## config.mk

```make
export PLATFORM = sky130hd
export DESIGN_NAME = dac_spi_out
export DESIGN_NICKNAME = d
export VERILOG_FILES = /design/src/rtl/dac_spi_out.sv
export SDC_FILE = /design/constraint.sdc
export NUM_CORES = 1
export LEC_CHECK = 0
export CAP_MARGIN = 20
export CORE_ASPECT_RATIO = 0.6
export CORE_UTILIZATION = 50
export DETAILED_ROUTE_END_ITERATION = 10
export GPL_ROUTABILITY_DRIVEN = 0
export PLACE_DENSITY_LB_ADDON = 0.08
export SLEW_MARGIN = 25
export SYNTH_ARGS = -nofsm -noshare
export SYNTH_HDL_FRONTEND = slang
export SYNTH_SLANG_ARGS = --single-unit
```

## constraint.sdc

```tcl
create_clock -name clk -period 6.6 [get_ports clk]
set_clock_uncertainty 0.15 [all_clocks]
set_input_delay 1.32 -clock clk [delete_from_list [all_inputs] [get_ports clk]]
set_output_delay 1.32 -clock clk [all_outputs]
set_load 0.1 [all_outputs]
```

## src/rtl/dac_spi_out.sv

```systemverilog
// Dual-channel SPI DAC serialiser: resynchronises the X/Y beam coordinates into clk
// and streams 16-bit frames on two data lines that share SCLK and SYNC.
module dac_spi_out #(
    parameter int OUT_WIDTH  = 8,
    parameter int CLK_DIV    = 2,
    parameter int GAP_CYCLES = 4
) (
    input  logic                 clk,
    input  logic                 rst,
    input  logic                 en,
    input  logic [OUT_WIDTH-1:0] xch_in,
    input  logic [OUT_WIDTH-1:0] ych_in,
    output logic                 dac_sclk,
    output logic                 dac_sync_n,
    output logic                 dac_dx,
    output logic                 dac_dy,
    output logic                 busy,
    output logic                 frame_done
);

    localparam int DIV_W = (CLK_DIV > 1) ? $clog2(CLK_DIV) : 1;
    localparam int GAP_W = (GAP_CYCLES > 1) ? $clog2(GAP_CYCLES) : 1;

    typedef enum logic [1:0] {IDLE, SHIFT, GAP} state_t;

    // Frame layout: 2 don't-care bits, 2 power-down bits (00), 12-bit code left-aligned.
    function automatic logic [15:0] make_frame(input logic [OUT_WIDTH-1:0] c);
        logic [15:0] w;
        w = '0;
        w[11 -: OUT_WIDTH] = c;
        return w;
    endfunction

    logic [OUT_WIDTH-1:0] x_s1, x_s2, x_s3, x_stable;
    logic [OUT_WIDTH-1:0] y_s1, y_s2, y_s3, y_stable;

    state_t             state, state_nxt;
    logic [DIV_W-1:0]   div_cnt, div_nxt;
    logic [3:0]         bit_cnt, bit_nxt;
    logic               last_fall, last_nxt;
    logic [GAP_W-1:0]   gap_cnt, gap_nxt;
    logic               sclk_nxt, sync_nxt, dx_nxt, dy_nxt, busy_nxt, done_nxt;
    logic [15:0]        sr_x, sr_y, srx_nxt, sry_nxt;
    logic [15:0]        frame_x, frame_y;

    // Stage boundary: two-flop synchroniser plus a compare register; the stable copy
    // only updates when two consecutive synchronised samples agree.
    always_ff @(posedge clk) begin
        if (rst) begin
            x_s1 <= '0; x_s2 <= '0; x_s3 <= '0; x_stable <= '0;
            y_s1 <= '0; y_s2 <= '0; y_s3 <= '0; y_stable <= '0;
        end else begin
            x_s1 <= xch_in;
            x_s2 <= x_s1;
            x_s3 <= x_s2;
            y_s1 <= ych_in;
            y_s2 <= y_s1;
            y_s3 <= y_s2;
            if (x_s2 == x_s3) x_stable <= x_s2;
            if (y_s2 == y_s3) y_stable <= y_s2;
        end
    end

    assign frame_x = make_frame(x_stable);
    assign frame_y = make_frame(y_stable);

    always_comb begin
        state_nxt = state;
        div_nxt   = div_cnt;
        bit_nxt   = bit_cnt;
        last_nxt  = last_fall;
        gap_nxt   = gap_cnt;
        sclk_nxt  = dac_sclk;
        sync_nxt  = dac_sync_n;
        dx_nxt    = dac_dx;
        dy_nxt    = dac_dy;
        busy_nxt  = busy;
        done_nxt  = 1'b0;
        srx_nxt   = sr_x;
        sry_nxt   = sr_y;
        case (state)
            IDLE: begin
                sclk_nxt = 1'b1;
                sync_nxt = 1'b1;
                busy_nxt = 1'b0;
                if (en) begin
                    srx_nxt   = frame_x;
                    sry_nxt   = frame_y;
                    dx_nxt    = frame_x[15];
                    dy_nxt    = frame_y[15];
                    sync_nxt  = 1'b0;
                    busy_nxt  = 1'b1;
                    div_nxt   = '0;
                    bit_nxt   = '0;
                    last_nxt  = 1'b0;
                    state_nxt = SHIFT;
                end
            end
            SHIFT: begin
                if (div_cnt == DIV_W'(CLK_DIV - 1)) begin
                    div_nxt  = '0;
                    sclk_nxt = ~dac_sclk;
                    if (dac_sclk) begin
                        // Falling edge: DAC samples; remember when the 16th has gone by.
                        if (bit_cnt == 4'd15) last_nxt = 1'b1;
                        else                  bit_nxt  = bit_cnt + 4'd1;
                    end else if (last_fall) begin
                        sync_nxt  = 1'b1;
                        dx_nxt    = 1'b0;
                        dy_nxt    = 1'b0;
                        gap_nxt   = '0;
                        state_nxt = GAP;
                    end else begin
                        srx_nxt = {sr_x[14:0], 1'b0};
                        sry_nxt = {sr_y[14:0], 1'b0};
                        dx_nxt  = sr_x[14];
                        dy_nxt  = sr_y[14];
                    end
                end else begin
                    div_nxt = div_cnt + DIV_W'(1);
                end
            end
            GAP: begin
                if (gap_cnt == GAP_W'(GAP_CYCLES - 1)) begin
                    done_nxt  = 1'b1;
                    busy_nxt  = 1'b0;
                    state_nxt = IDLE;
                end else begin
                    gap_nxt = gap_cnt + GAP_W'(1);
                end
            end
            default: state_nxt = IDLE;
        endcase
    end

    // Stage boundary: control and pin registers.
    always_ff @(posedge clk) begin
        if (rst) begin
            state      <= IDLE;
            div_cnt    <= '0;
            bit_cnt    <= '0;
            last_fall  <= 1'b0;
            gap_cnt    <= '0;
            dac_sclk   <= 1'b1;
            dac_sync_n <= 1'b1;
            dac_dx     <= 1'b0;
            dac_dy     <= 1'b0;
            busy       <= 1'b0;
            frame_done <= 1'b0;
        end else begin
            state      <= state_nxt;
            div_cnt    <= div_nxt;
            bit_cnt    <= bit_nxt;
            last_fall  <= last_nxt;
            gap_cnt    <= gap_nxt;
            dac_sclk   <= sclk_nxt;
            dac_sync_n <= sync_nxt;
            dac_dx     <= dx_nxt;
            dac_dy     <= dy_nxt;
            busy       <= busy_nxt;
            frame_done <= done_nxt;
        end
    end

    always_ff @(posedge clk) begin
        sr_x <= srx_nxt;
        sr_y <= sry_nxt;
    end

endmodule

```

==> results.json <==
{
  "outcome": "finished clean",
  "synth_compound_area_share_pct": 3.70,
  "fmax_mhz": 295,
  "hp-class": "reg -> reg",
  "crit_chain": "clkdlybuf4s50_1",
  "yosys_warnings": 0,
  "port_buffers": 24,
  "wl_per_cell_um": 12.5,
  "required_ps": 5130,
  "cp.arrival_ps": 1920,
  "n_antenna_cell": 0,
  "numCtsBuffers": 9,
  "fin_nets": 352,
  "place_inst": 407,
  "syn_inst": 309,
  "clockBufferDepth": 2,
  "rsz0062_at_grt": "false",
  "clkLatencyLatePin_ps": 340,
  "track_usage_pct": 15.3,
  "grt_antenna_before_repair": 0,
  "vias": 2102,
  "initial_utilization_pct": 53.4,
  "areaGrowthSynthToFinish_pct": 17.1,
  "cts_setup_buffers": 0,
  "rows": 23,
  "min_from": "y_s1[2]",
  "ctsResizeCount": 0,
  "cts-hold-fix-buffers": 0,
  "whs_ps": 283,
  "synth_top_family_by_area": "simple AND/OR/NAND/NOR gates",
  "yosys-top-cells-area": "dfxtp_1 (43%), edfxtp_1 (18%), nor2b_1 (12%), mux2_2 (9.5%), xor2_1 (3.8%)",
  "start_kind": "flip-flop",
  "drive_above_1_share_pct": 15.2,
  "synth_simple_gate_area_share_pct": 19.2,
  "drt-initial-drc-count": 108,
  "p_leak_nw": 1.73,
  "slew_headroom_pct": 35.8,
  "synth_xor_area_share_pct": 3.80,
  "rr_endpoint": "sr_x[8]",
  "synth_top_area_share_pct": 43.4,
  "cap_violations": 0,
  "max_stage_delay_ps": 1160,
  "dp_hpwl_um": 3290,
  "regToRegStartpoint": "state[0]",
  "die_width_um": 113,
  "critPathBufInv": 1,
  "final.period_utilization_pct": 51.4,
  "grt_pass1_wl_um": 8690,
  "ant_nets": 0,
  "ys_seq_area_share_pct": 61.4,
  "die_y_um": 68.5,
  "finalSetupTns_ps": 0,
  "powerDensity_nw_per_um2": 302,
  "cp-end-kind": "output pin",
  "hold_path_end": "y_s2[2]",
  "min_path_cells": 1,
  "synthAdderAreaFrac_pct": 0.679,
  "synth.ff_latch_count": 102,
  "synthDistinctLibCells": 33,
  "synthMuxAreaShare_pct": 9.47,
  "critical_path_class": "reg -> out",
  "cts_root_buf": "clkbuf_16",
  "syn_area_sq_um": 3690,
  "syn_nets": 330,
  "dieArea_sq_um": 7730,
  "grt_pass1_vias": 1857,
  "core_region_area_sq_um": 6910,
  "totalWireLength_um": 5290,
  "slew_viol_final": 0,
  "drc": 0,
  "cts_sinks": 102,
  "avgSynthCellArea_sq_um": 11.9,
  "setup_violations": 0,
  "worstMarginPinSlew_ps": 960,
  "period_needed_ps": 3390,
  "vdd_ir_drop_max_uv": 199,
  "cts_max_level": 3,
  "critical-path-slowest-cell": "clkdlybuf4s50_1",
  "grt_overflow_total": 0,
  "crit_fanout": 7,
  "viasPerCell": 4.97,
  "grt_max_degree": 80,
  "place_ws_ps": 3100,
  "rrSetupSlack_ps": 4320,
  "post-route-util_pct": 62.5,
  "worst_slack_ps": 3210,
  "worstRegToRegCells": 3,
  "num_io_pins": 25,
  "hold_viol": 0,
  "cts_tree": "yes",
  "dr.pass1.iters": 4,
  "final-instance-count-excl-fill": 423,
  "synth_top_cell_by_area": "dfxtp_1",
  "crit_family": "buffers and inverters",
  "clkSlewWorstSetupHoldPaths_ps": 60
}
-- cell families after synthesis --
kind of cell | after synthesis
AOI/OAI and AO/OA | 24
xor gates and xnor gates | 16
adders and majority gates | 2
buffers and inverters | 16
DFF | 102
muxes | 31
and+or+nand+nor | 118
-- layout make-up --
type | count | area [sq um]
well taps | 87 | 109
inverters | 1 | 3.75
repair buffers | 26 | 250
clock inverters | 4 | 52.6
flip-flops and latches | 102 | 2260
fillers | 571 | 2590
clock buffers | 12 | 268
multi-input cells | 191 | 1370
-- metrics by stage --
| step | total power, mW | cell area (sq um) |
|---|---|---|
| 3_3_place_gp | 0.775 | 3990 |
| 6_report | 1.30 | 4320 |
| 2_1_floorplan | 0.751 | 3690 |
| 4_1_cts | 1.32 | 4320 |
| 3_5_place_dp | 0.777 | 4000 |
| 5_1_grt | 1.36 | 4320 |
-- power by group --
part           internal, mW  switching, mW  total (mW)
combinational        0.0415         0.0450      0.0865
sequential            0.665         0.0114       0.676
clock                 0.328          0.214       0.542
total                  1.03          0.271        1.30
-- metal layers --
layer	global-route usage (%)	wire length [um]	vias to the layer above	share of wire, %
li1	-	-	1091	-
met1	20.6	2940	979	56
met2	21.3	2070	27	39
met3	7.34	214	5	4.0
met4	5.92	61	0	1.2
met5	0	0	-	0
-- synth_stat cells --
cell type / number
nor4_1: 5
nand3b_1: 3
nand4_1: 1
edfxtp_1: 22
buf_2: 4
dfxtp_1: 80
a21o_1: 1
a21boi_0: 1
o21ai_0: 5
buf_1: 1
ha_1: 2
nand2b_1: 5
or3_1: 1
nor3_1: 3
clkbuf_1: 10
nand2_1: 3
o21a_1: 1
nor2_1: 11
nand4b_1: 3
nor2b_1: 68
xor2_1: 16
mux2_2: 31
nand3_1: 6
or2_2: 1
a211oi_1: 1
and3b_1: 1
a21oi_1: 12
nor4bb_1: 1
a21boi_1: 1
inv_1: 1
o31ai_1: 1
and2_1: 6
o22ai_1: 1
-- layout by cell type (no fill, tap or decap), types with 2 or more instances in the layout --
cell type        instances
a21oi_1                 12
and2_1                   6
buf_4                    2
clkbuf_16               10
clkdlybuf4s50_1         23
clkinv_4                 2
dfxtp_1                 80
edfxtp_1                22
ha_1                     2
mux2_2                  31
nand2_1                  3
nand2b_1                 5
nand3_1                  6
nand3b_1                 3
nand4b_1                 3
nor2_1                  11
nor2b_1                 68
nor3_1                   3
nor4_1                   5
o21ai_0                  5
xor2_1                  16
-- how the worst max path moves through the flow --
| stage | from | to | slack, ps | cells past startpoint |
|---|---|---|---|---|
| 4_1_cts | dac_sclk | dac_sclk | 3180 | 1 |
| 5_1_grt | dac_sclk | dac_sclk | 3140 | 1 |
| 3_3_place_gp | en | sr_y[9] | 2850 | 4 |
| 3_5_place_dp | en | sr_y[10] | 3100 | 4 |
| 6_report | dac_sclk | dac_sclk | 3210 | 1 |
| 2_1_floorplan | en | sr_x[10] | 2650 | 3 |
-- flip-flops by register name, summed over array words and instances (netlist names), 2 cells and up --
signal	count
sr_x	11
sr_y	11
x_s1	8
x_s2	8
x_s3	8
x_stable	8
y_s1	8
y_s2	8
y_s3	8
y_stable	8
bit_cnt	4
gap_cnt	2
state	2
No activity file was read; power rests on OpenSTA's default activity.
